<file path="config.mk">
export PLATFORM = sky130hd
export DESIGN_NAME = add_sub_reservation_station
export DESIGN_NICKNAME = d
export VERILOG_FILES = /design/src/rtl/add_sub_reservation_station.sv
export SDC_FILE = /design/constraint.sdc
export NUM_CORES = 1
export LEC_CHECK = 0
export ABC_AREA = 1
export BUFFER_PORTS_ARGS = -buffer_cell sky130_fd_sc_hd__buf_2
export CORE_MARGIN = 5
export CORE_UTILIZATION = 35
export DETAILED_ROUTE_END_ITERATION = 6
export GPL_TIMING_DRIVEN = 0
export HOLD_SLACK_MARGIN = 0.03
export PLACE_DENSITY_LB_ADDON = 0.15
export SETUP_SLACK_MARGIN = 0.15
export SKIP_LAST_GASP = 1
export SLEW_MARGIN = 20
export SYNTH_ARGS = -nofsm -noshare
export SYNTH_HDL_FRONTEND = slang
export SYNTH_SLANG_ARGS = --single-unit
</file>
<file path="constraint.sdc">
create_clock -name clk -period 3.1 [get_ports clk]
set_input_delay 0.93 -clock clk [delete_from_list [all_inputs] [get_ports clk]]
set_output_delay 0.93 -clock clk [all_outputs]
set_load 0.01 [all_outputs]
</file>
<file path="src/rtl/add_sub_reservation_station.sv">
// Reservation station for the add/sub unit: holds dispatched ops, snoops the CDB for
// missing operands and issues the lowest-index ready op each cycle.
package add_sub_pkg;
  typedef struct packed {
    logic sub;      // subtract (invert op1, carry-in handled by unit)
    logic use_ca;   // op consumes XER CA as carry-in
    logic set_ca;   // op writes XER CA
    logic set_ov;   // op writes XER OV
    logic rc;       // op writes CR0
  } add_sub_decode_t;
endpackage

module add_sub_reservation_station
  import add_sub_pkg::*;
#(
  parameter int RS_ID_WIDTH = 5,
  parameter int DEPTH       = 4
) (
  input  logic                   clk,
  input  logic                   rst,
  input  logic                   dispatch_valid,
  output logic                   dispatch_ready,
  input  logic [RS_ID_WIDTH-1:0] dispatch_rs_id,
  input  logic [4:0]             dispatch_reg_addr,
  input  add_sub_decode_t        dispatch_control,
  input  logic [31:0]            dispatch_op1,
  input  logic [31:0]            dispatch_op2,
  input  logic                   dispatch_op1_valid,
  input  logic                   dispatch_op2_valid,
  input  logic                   dispatch_ca_valid,
  input  logic [RS_ID_WIDTH-1:0] dispatch_op1_tag,
  input  logic [RS_ID_WIDTH-1:0] dispatch_op2_tag,
  input  logic [RS_ID_WIDTH-1:0] dispatch_ca_tag,
  input  logic                   dispatch_ca,
  input  logic                   cdb_valid,
  input  logic [RS_ID_WIDTH-1:0] cdb_rs_id,
  input  logic [31:0]            cdb_result,
  input  logic                   cdb_ca,
  output logic                   issue_valid,
  output logic [RS_ID_WIDTH-1:0] issue_rs_id,
  output logic [4:0]             issue_reg_addr,
  output logic [31:0]            issue_op1,
  output logic [31:0]            issue_op2,
  output logic                   issue_carry,
  output add_sub_decode_t        issue_control
);

  localparam int IDX_W = (DEPTH > 1) ? $clog2(DEPTH) : 1;

  typedef struct packed {
    logic [RS_ID_WIDTH-1:0] rs_id;
    logic [4:0]             reg_addr;
    add_sub_decode_t        control;
    logic [31:0]            op1;
    logic                   op1_valid;
    logic [RS_ID_WIDTH-1:0] op1_tag;
    logic [31:0]            op2;
    logic                   op2_valid;
    logic [RS_ID_WIDTH-1:0] op2_tag;
    logic                   ca;
    logic                   ca_valid;
    logic [RS_ID_WIDTH-1:0] ca_tag;
  } entry_t;

  entry_t             ent [DEPTH];
  logic [DEPTH-1:0]   busy;
  logic [DEPTH-1:0]   ready;
  logic               any_ready;
  logic [IDX_W-1:0]   sel_idx;
  logic [IDX_W-1:0]   free_idx;
  logic               dispatch_fire;
  entry_t             dsp;

  assign dispatch_ready = |(~busy);
  assign dispatch_fire  = dispatch_valid && dispatch_ready;

  always_comb begin
    ready     = '0;
    any_ready = 1'b0;
    sel_idx   = '0;
    free_idx  = '0;
    for (int i = 0; i < DEPTH; i++) begin
      ready[i] = busy[i] && ent[i].op1_valid && ent[i].op2_valid && ent[i].ca_valid;
    end
    for (int i = DEPTH - 1; i >= 0; i--) begin
      if (ready[i]) begin
        any_ready = 1'b1;
        sel_idx   = IDX_W'(i);
      end
      if (!busy[i]) free_idx = IDX_W'(i);
    end
  end

  // Incoming entry, including same-edge capture from the CDB.
  always_comb begin
    dsp           = '0;
    dsp.rs_id     = dispatch_rs_id;
    dsp.reg_addr  = dispatch_reg_addr;
    dsp.control   = dispatch_control;
    dsp.op1       = dispatch_op1;
    dsp.op1_valid = dispatch_op1_valid;
    dsp.op1_tag   = dispatch_op1_tag;
    dsp.op2       = dispatch_op2;
    dsp.op2_valid = dispatch_op2_valid;
    dsp.op2_tag   = dispatch_op2_tag;
    dsp.ca        = dispatch_ca;
    dsp.ca_valid  = dispatch_ca_valid;
    dsp.ca_tag    = dispatch_ca_tag;
    if (!dispatch_control.use_ca) begin
      dsp.ca       = 1'b0;
      dsp.ca_valid = 1'b1;
    end
    if (cdb_valid) begin
      if (!dsp.op1_valid && dsp.op1_tag == cdb_rs_id) begin
        dsp.op1       = cdb_result;
        dsp.op1_valid = 1'b1;
      end
      if (!dsp.op2_valid && dsp.op2_tag == cdb_rs_id) begin
        dsp.op2       = cdb_result;
        dsp.op2_valid = 1'b1;
      end
      if (!dsp.ca_valid && dsp.ca_tag == cdb_rs_id) begin
        dsp.ca       = cdb_ca;
        dsp.ca_valid = 1'b1;
      end
    end
  end

  always_ff @(posedge clk) begin
    if (rst) begin
      busy           <= '0;
      issue_valid    <= 1'b0;
      issue_rs_id    <= '0;
      issue_reg_addr <= '0;
      issue_op1      <= '0;
      issue_op2      <= '0;
      issue_carry    <= 1'b0;
      issue_control  <= '0;
    end else begin
      issue_valid <= any_ready;
      if (any_ready) begin
        issue_rs_id    <= ent[sel_idx].rs_id;
        issue_reg_addr <= ent[sel_idx].reg_addr;
        issue_op1      <= ent[sel_idx].op1;
        issue_op2      <= ent[sel_idx].op2;
        issue_carry    <= ent[sel_idx].ca;
        issue_control  <= ent[sel_idx].control;
      end
      // The issuing entry is busy and the dispatch target is free, so they never collide.
      for (int i = 0; i < DEPTH; i++) begin
        if (any_ready && sel_idx == IDX_W'(i)) busy[i] <= 1'b0;
        if (dispatch_fire && free_idx == IDX_W'(i)) busy[i] <= 1'b1;
      end
    end
  end

  // Payload needs no reset: busy alone qualifies every entry.
  always_ff @(posedge clk) begin
    for (int i = 0; i < DEPTH; i++) begin
      if (busy[i] && cdb_valid) begin
        if (!ent[i].op1_valid && ent[i].op1_tag == cdb_rs_id) begin
          ent[i].op1       <= cdb_result;
          ent[i].op1_valid <= 1'b1;
        end
        if (!ent[i].op2_valid && ent[i].op2_tag == cdb_rs_id) begin
          ent[i].op2       <= cdb_result;
          ent[i].op2_valid <= 1'b1;
        end
        if (!ent[i].ca_valid && ent[i].ca_tag == cdb_rs_id) begin
          ent[i].ca       <= cdb_ca;
          ent[i].ca_valid <= 1'b1;
        end
      end
      if (dispatch_fire && free_idx == IDX_W'(i)) ent[i] <= dsp;
    end
  end

endmodule

</file>
**Yosys cells after proc, flatten, opt, wreduce, memory -nomap -nowiden**

Memory sizes are Yosys's and may differ from the RTL's. A register that Yosys moved wholly into a read port is not among the register bits.
Cells that the tools add are included.

- Bits in latches: 0
- Memory bits (read-only): 0
- Memories kept: 1
- Memory bits (writable): 392
- Register bits: 5

Memories:

| memory | words | bits a word | read ports | clocked after memory_dff | write ports | line | source |
|---|---|---|---|---|---|---|---|
| ent | 4 | 98 | 5 | 1 | 4 | 65 | `entry_t ent [DEPTH];` |

- Equal/unequal tests: 21
- Reductions and logical operators: 62
- Div/mod/pow operators: 0
- Muxes and demuxes: 83
- Multipliers: 0
- Bitwise operators: 13
- Add/sub/neg operators: 0
- $lt $le $gt $ge: 0
- Shift-type cells: 0

Operators with widths:

| operator | number |
|---|---|
| 2-to-1 mux 33 bit | 12 |
| == test 5 bit | 15 |
| 2-to-1 mux 1 bit | 56 |
| logical AND 1 bit | 40 |
| 2-to-1 mux 2 bit | 15 |
| zero test 1 bit | 15 |
| OR 1 bit | 12 |
| == test 2 bit, second input constant | 4 |
| nonzero test 2 bit | 4 |
| == test 2 x 1 -> 1 bit, second input constant | 2 |
| zero test 2 bit | 2 |
| inverter 4 bit | 1 |
| OR reduction 4 bit | 1 |

**Logic depth before layout (Yosys ltp)**

An unclocked memory read counts as a cell.

- Depth in word-level cells: 12
- Depth in mapped cells: 11
- Depth with buffers taken out: 10

**Worst setup path after synthesis**

Ideal clock, no wire load.

- Path type: input port to flip-flop
- Start: input cdb_rs_id[2]
- End: memory ent[2][50] in the netlist's numbering, enable pin
- Stages: 6
- Arrival: 2.423 ns
- Buffers on the path: 1
- Path slack: 0.287 ns
- Path through: inv_1 clkbuf_1 nor2_1 nor4_1 nand4_1 nand2_1

RTL lines:

| what | line | source |
|---|---|---|
| from (decl) | 36 | `input logic [RS_ID_WIDTH-1:0] cdb_rs_id,` |
| to (decl) | 65 |  |

==> metrics.txt <==
Comb pwr share=0.100; first-pass GRT wire length=136000 µm; outcome=complete, no violations; antenna violations before repair=9; RSZ-0062 raised after global routing=yes; Cells after DPL=roughly 3700; Flop pwr share=0.462; via density per instance=approximately 5.5; share of layout cells above drive strength 1=0.151; number of flops mapped to enable cells by yosys=around 390; Tcrit/Tclk final=0.961; GRT Util Overall=0.261; FP Rows=93; total detailed-routing wirelength=between 90000 and 100000 µm; largest net degree at the start of global routing=40; Synth area leader=edfxtp_1; top_reg_cell synth=edfxtp_1; Post-Syn Area=22800 µm²; final non-filler cell total=approximately 3800; worst r2r src=busy[2]; Fin. Hold Viols=0; clock tree buffer depth=3; worst skew pair latency=~620 ps; relative slew slack=0.175; Synthesized Nets=approximately 2700; Worst Hold Path EP=issue_op2[21]; Placer Congestion=approximately 0.92; Core Util, Final=0.420; io pins=around 220; count leader, synth=nand2_1; shortest period the worst path allows=2980 ps; Commonest cells post-synth=nand2_1 (872), nand3_1 (576), edfxtp_1 (392); Sw Pwr=between 4000 and 5000 µW; actual slew at the worst max-slew pin=1240 ps; initial detailed-routing violation count=approximately 3000; Crit. End Element=flop; Clk pwr share=0.438; worst path required time=between 3000 and 4000 ps; CTS H-tree depth=2; Final Setup Violations=0; crit start category=flop; CTS sink cnt=around 480; synth-to-layout area growth=18.8%; vias in the first global route=~20000; die area=70500 µm²; CTS Buf Count=53; WP data arrival=~3200 ps; worst r2r path cells=8; Reg clk slew, reported paths=60 ps; DR vias=20950; Power Density=584 nW/µm²; Die H=roughly 270 µm; CTS tree=yes; final setup TNS=0 ps; Netlist cell types=32; GRT Residual Overflow=0; min-delay worst type=flop to flop; cell count after synthesis=approximately 2600; Detail Route Antenna Nets=0; Fmax=between 300 and 400 MHz; leakage power=roughly 0.012 µW; flop-to-flop setup slack=between 100 and 150 ps; Slew Limit Fails=0; hold path depth=4; P_int=roughly 12000 µW; Reg-to-Reg End=ent[0][43]; Syn Area/Cell=around 8.8 µm²; Die Wd=between 200 and 300 µm; core box area=between 60000 and 70000 µm²; async set or reset register ratio after synthesis=0; worst min-delay path startpoint=ent[0][34]; Yosys warnings=0; # Max-Cap Violations=0; detailed-route DRC error count=0; DR WL/cell=25.5 µm; DRT Pass-1 Iters=5; Crit Path Class=flop to flop; Post-Route Skew=about 34 ps; hpwl dp=approximately 64000 µm; CTS hold repair buffers=0; VDD IR-drop max=444 µV; Switching Share=0.254; Initial Util=0.354; register area share after synthesis=0.590; CP max FO=33; Root Buffer=clkbuf_16; synth top area cells=edfxtp_1 (52%), nand2_1 (14%), nand3_1 (13%), dfxtp_1 (7.5%), nor2_1 (2.7%); nets=3014; share of the synthesized area in the top cell type=0.515; Seq cells post-synth=477; Fin Hold WS=522 ps; IO Port Bufs=219
routing by layer:
metal	vias up	wire, µm	part of all wire	track usage
met4	12	4530	0.047	0.108
met5	-	79	0.00082	0
met1	9957	38600	0.40	0.364
li1	9338	-	-	-
met3	275	10400	0.11	0.0480
met2	1368	42600	0.44	0.405
worst max-delay path, stage by stage, from the launching register on:
cell and delay (ps):
dfxtp_1 400, inv_1 90, nor2_1 40, inv_1 90, a21oi_1 80, nor3_2 520
inv_2 350, buf_2 370, nand2_4 620
power groups by stage:
| stage | Combinational, µW | Clock, µW | Sequential, µW |
|---|---|---|---|
| final | 1580 | 6950 | 7320 |
| after global routing | 1700 | 7280 | 7340 |
| after CTS | 1550 | 6990 | 7320 |
| after detailed placement | 1550 | 0 | 7460 |
| after global placement | 1520 | 0 | 7470 |
| after floorplan | 779 | 0 | 7460 |
final cells by class:
type	instances	area, µm²
clock inverters	28	398
clock buffers	72	1490
plain buffers	152	702
well taps	855	1070
repair buffers	224	1190
multi-input cells	1801	8180
inverters	165	619
diodes	2	5.00
fillers	6495	37500
flip-flops and latches	477	13500
cell usage in the layout, fill, tap and decap left out, drive strengths merged:
master and instances:
a221oi 2, nor2b 1, buf 299, clkinvlp 1, nor3 11, nand3 605, nand4 39, inv 163
o21ai 29, diode 2, xor2 17, bufinv 10, nand2 874, a211oi 3, clkinv 19, and3 2
a21oi 24, edfxtp 392, nor2 173, clkbuf 149, dfxtp 85, nor4 11, xnor2 5, nor3b 4
o22ai 1
timing repair:
action	4_1_cts	5_1_grt
setup endpoints to repair	179	288
gates resized for setup	4	12
gates cloned	0	1
hold endpoints to repair	0	0
pin swaps	0	3
buffers inserted	0	2
state kept, by name, summed over array words and instances, names as in the netlist:
name	cells
busy	4
issue_reg_addr	5
issue_op1	32
issue_op2	32
ent	392
issue_control	5
issue_valid	1
issue_rs_id	5
issue_carry	1
worst max-delay path by stage:
stage	start	endpoint	slack (ps)	depth (start not counted)
6_report	busy[2]	ent[0][43]	120	8
5_1_grt	busy[2]	ent[0][74]	80	8
4_1_cts	busy[1]	ent[3][43]	10	7
3_5_place_dp	dispatch_valid	ent[1][66]	-820	5
3_3_place_gp	dispatch_valid	ent[1][64]	-2090	5
2_1_floorplan	cdb_rs_id[2]	ent[2][50]	290	6
stage by stage:
| step | cell area, µm² | setup WS (ps) | total power (µW) |
|---|---|---|---|
| final | 27100 | 121 | 15900 |
| after global routing | 27100 | 80.0 | 16300 |
| after CTS | 27100 | 11.0 | 15900 |
| after detailed placement | 25200 | -825 | 9010 |
| after global placement | 25000 | -2090 | 8990 |
| after floorplan | 22800 | 287 | 8240 |
logic make-up (layout without fill, tap and decap cells):
kind of cell | after synthesis | in the layout | share of synthesized area
buffers and inverters | 317 | 641 | 0.0569
other | 0 | 2 | 0
AND/OR/NAND/NOR | 1719 | 1720 | 0.331
flip-flops | 477 | 477 | 0.590
XOR/XNOR | 22 | 22 | 0.00844
AO/OA/AOI/OAI | 59 | 59 | 0.0138
Note: power is estimated with default switching activity, not from simulation.
